**src/rtl/srl_shift_core.sv**
```systemverilog
// Enable-gated shift chain with a dynamic read tap.
// No reset on storage so synthesis can map it onto SRL16/SRL32 primitives.
module srl_shift_core #(
    parameter int WIDTH = 8,
    parameter int DEPTH = 16
) (
    input  logic                     clk,
    input  logic                     ce,
    input  logic [WIDTH-1:0]         d,
    input  logic [$clog2(DEPTH)-1:0] addr,
    output logic [WIDTH-1:0]         q
);

    logic [WIDTH-1:0] stage [DEPTH];

    always_ff @(posedge clk) begin
        if (ce) begin
            stage[0] <= d;
            for (int k = 1; k < DEPTH; k++) begin
                stage[k] <= stage[k-1];
            end
        end
    end

    assign q = stage[addr];

endmodule

```
**src/rtl/srl_fifo.sv**
```systemverilog
// Shallow FIFO on an SRL shift chain: newest word enters at stage 0,
// the oldest word is read from the tap at index count-1.
module srl_fifo #(
    parameter int WIDTH = 8,
    parameter int DEPTH = 16
) (
    input  logic                         clk,
    input  logic                         rst,
    input  logic [WIDTH-1:0]             in_data,
    input  logic                         in_valid,
    output logic                         in_ready,
    output logic [WIDTH-1:0]             out_data,
    output logic                         out_valid,
    input  logic                         out_ready,
    output logic [$clog2(DEPTH+1)-1:0]   count
);

    localparam int AW  = $clog2(DEPTH + 1);
    localparam int ADW = $clog2(DEPTH);

    typedef enum logic [1:0] {
        EMPTY   = 2'd0,
        PARTIAL = 2'd1,
        FULL    = 2'd2
    } state_t;

    state_t         state, state_next;
    logic [AW-1:0]  count_next;
    logic [ADW-1:0] rd_addr, rd_addr_next;
    logic           push, pop;

    // Flags come from registered state only, never from the handshake inputs.
    assign in_ready  = (state != FULL);
    assign out_valid = (state != EMPTY);
    assign push      = in_valid & in_ready;
    assign pop       = out_valid & out_ready;

    srl_shift_core #(
        .WIDTH(WIDTH),
        .DEPTH(DEPTH)
    ) u_core (
        .clk  (clk),
        .ce   (push),
        .d    (in_data),
        .addr (rd_addr),
        .q    (out_data)
    );

    always_comb begin
        state_next   = state;
        count_next   = count;
        rd_addr_next = rd_addr;
        case (state)
            EMPTY: begin
                if (push) begin
                    state_next = PARTIAL;
                    count_next = AW'(1);
                end
            end
            PARTIAL: begin
                if (push && !pop) begin
                    count_next   = count + AW'(1);
                    rd_addr_next = rd_addr + ADW'(1);
                    if (count == AW'(DEPTH - 1)) state_next = FULL;
                end else if (pop && !push) begin
                    count_next = count - AW'(1);
                    if (count == AW'(1)) begin
                        state_next   = EMPTY;
                        rd_addr_next = '0;
                    end else begin
                        rd_addr_next = rd_addr - ADW'(1);
                    end
                end
            end
            FULL: begin
                if (pop) begin
                    state_next   = PARTIAL;
                    count_next   = count - AW'(1);
                    rd_addr_next = rd_addr - ADW'(1);
                end
            end
            default: begin
                state_next   = EMPTY;
                count_next   = '0;
                rd_addr_next = '0;
            end
        endcase
    end

    always_ff @(posedge clk) begin
        if (rst) begin
            state   <= EMPTY;
            count   <= '0;
            rd_addr <= '0;
        end else begin
            state   <= state_next;
            count   <= count_next;
            rd_addr <= rd_addr_next;
        end
    end

endmodule

```
**config.mk**
```make
export PLATFORM = sky130hd
export DESIGN_NAME = srl_fifo
export DESIGN_NICKNAME = d
export VERILOG_FILES = /design/src/rtl/srl_shift_core.sv /design/src/rtl/srl_fifo.sv
export SDC_FILE = /design/constraint.sdc
export NUM_CORES = 1
export LEC_CHECK = 0
export CAP_MARGIN = 25
export CORE_ASPECT_RATIO = 0.9
export CORE_MARGIN = 4
export CORE_UTILIZATION = 45
export DETAILED_ROUTE_END_ITERATION = 8
export SYNTH_ARGS = -nofsm -noshare
export SYNTH_HDL_FRONTEND = slang
export SYNTH_SLANG_ARGS = --single-unit
export TNS_END_PERCENT = 100
```
**constraint.sdc**
```tcl
create_clock -name clk -period 12.45 [get_ports clk]
set_input_delay 1.8675 -clock clk [delete_from_list [all_inputs] [get_ports clk]]
set_output_delay 1.8675 -clock clk [all_outputs]
set_load 0.01 [all_outputs]
```
==> impl_metrics.json <==
{
  "status": "finished, final reports clean",
  "place_ws_ps": 7750,
  "num_vias": 2915,
  "layout-drive-gt1-share_pct": 19.8,
  "crit_fanout": 17,
  "diodes": 0,
  "antenna_found_initial": 0,
  "syn2layout_area_growth_pct": 17.3,
  "ys_seq_elements": 143,
  "finalNonFillerCells": 517,
  "finalSetupViolations": 0,
  "tightest_slew_ps": 863,
  "ant_nets": 0,
  "die_w_um": 129,
  "critical_path.endpoint_type": "output pin",
  "leakage_nw": 2.33,
  "initial_core_util_pct": 46.3,
  "vias_per_cell": 5.64,
  "fin_worst_skew_ps": 8.36,
  "rsz0062_at_grt": "no",
  "layout.nets": 363,
  "synthTopCellsByArea": "edfxtp_1, mux4_2, dfxtp_1, mux4_1, ha_1",
  "holdBufCountCts": 0,
  "ys_types": 47,
  "ios": 27,
  "dp_hpwl_um": 5750,
  "syn_inst": 307,
  "met2_length_um": 4550,
  "power_mw": 1.39,
  "synth_edf_count": 128,
  "row_count": 39,
  "relSlewSlack_pct": 42.5,
  "path_class": "flop to output pin",
  "dp.cells": 485,
  "drcViolationCount": 0,
  "arrival_ps": 2900,
  "slew_violations": 0,
  "async_reset_ff_share_pct": 0,
  "holdCritPathClass": "flop to flop",
  "final_cell_mix": "edfxtp_1, mux4_2, clkdlybuf4s50_1",
  "core_mm2": 0.0128,
  "highest_layer": "met4",
  "cap_viol_max_count": 0,
  "path_clk_slew_ps": 60,
  "yosysWarnings": 0,
  "grt_pass1_wl_um": 15700,
  "synth_top_cell_by_area": "edfxtp_1",
  "max_freq_mhz": 210,
  "peakVddDrop_v": 0.000111,
  "finalHoldViolCount": 0,
  "synthFlopType": "edfxtp_1",
  "grt.total_usage_pct": 14.0,
  "fin_crit_sh_pct": 38.3,
  "numCtsBuffers": 17,
  "postCtsResizedCells": 0,
  "netlist_area_mm2": 0.00592,
  "finalSetupTns_ps": 0,
  "routed_wl_um": 9780,
  "finish.instance_area_mm2": 0.00695,
  "overflow": 0,
  "route.met3.wl_um": 393,
  "fillerInstances": 1007,
  "syn-num-nets": 330,
  "ys_seq_area_share_pct": 70.0,
  "wl_met1_um": 4710,
  "gp_congestion": 0.826,
  "fin_hold_ws_ps": 443,
  "cts-root-buf": "clkbuf_16",
  "cp-start-kind": "flop",
  "grt_max_degree": 73,
  "setup_ws_ps": 7680,
  "cts_tree": "done",
  "final_common_cell": "edfxtp_1",
  "wl_per_cell_um": 18.9,
  "grt_pass1_vias": 2929,
  "crit_required_ps": 10580,
  "place_area_mm2": 0.00633,
  "drt-pass1-iter-count": 5,
  "avgSynthCellArea_um2": 19.3,
  "port_buffers": 26,
  "period_minus_slack_ps": 4770,
  "rrSetupSlack_ps": 9330,
  "clock_latency_ps": 420,
  "postCtsSetupBuffers": 0,
  "fp.dieH_um": 117,
  "final_core_utilization_pct": 54.4,
  "fp.dieArea_mm2": 0.0151,
  "clockBufferDepth": 2,
  "p_per_area_mw_per_mm2": 201,
  "synth_top_area_share_pct": 64.9,
  "clkSinkCount": 143,
  "drtIter0Drc": 232,
  "htreeDepth": 4
}
## state kept, by name, summed over array words and instances (netlist names), named ones only
| signal | count |
|---|---|
| u_core.stage | 128 |
| state | 2 |
| rd_addr | 4 |
| count | 5 |
## worst max-delay path, stage by stage, from the launching register on
cell and delay, ps:
dfxtp_2 680, buf_12 260, mux4_1 560, mux4_2 490, clkdlybuf4s50_1 490
## final cells by class
cell class                      instances  area (um2)  area share [%]
Sequential cell                       143        4150            59.7
Multi-Input combinational cell        136        1630            23.5
Clock buffer                           17         425            6.12
Timing Repair Buffer                   30         303            4.36
Tap cell                              164         205            2.95
Clock inverter                         15         194            2.79
Inverter                               12        45.0           0.648
## power by group
| group | switching (mW) | internal [mW] | total [mW] |
|---|---|---|---|
| clock network | 0.193 | 0.334 | 0.527 |
| logic | 0.114 | 0.114 | 0.228 |
| registers | 0.0405 | 0.599 | 0.640 |
## per-layer routing
metal | GRT usage (%) | vias up
met3 | 5.04 | 10
met1 | 19.9 | 1529
met2 | 19.7 | 56
met4 | 5.60 | 0
li1 | - | 1320
met5 | 0 | -
## cells in the mapped netlist, types with 2 or more instances
cell / count
inv_1: 12
mux2i_1: 2
xor2_1: 3
o21ai_0: 5
a221oi_1: 2
mux4_1: 11
nor2_1: 4
nand2b_1: 2
nand2_1: 15
ha_1: 11
buf_2: 3
edfxtp_1: 128
a21oi_1: 7
mux4_2: 29
xnor2_1: 3
nor2b_1: 3
dfxtp_1: 15
nor3_1: 6
buf_6: 4
a211oi_1: 3
clkbuf_1: 4
nand3_1: 4
buf_1: 4
a22oi_1: 2
and2_1: 3
## cell families after synthesis
logic type | share of synthesized area [%]
fa+ha+maj | 2.32
mux | 16.2
simple gates | 3.84
buf+inv | 2.62
compound gates | 4.12
xor+xnor | 0.887
flops | 70.0
## worst paths after layout
| kind | startpoint | end | cells past startpoint |
|---|---|---|---|
| max | flop | out_data[3] | 4 |
| min reg2reg | u_core.stage[9][5] | u_core.stage[10][5] | 0 |
| min | u_core.stage[9][5] | u_core.stage[10][5] | 0 |
| max reg2reg | state[0] | flop | 10 |
No activity file was read; power rests on OpenSTA's default activity.
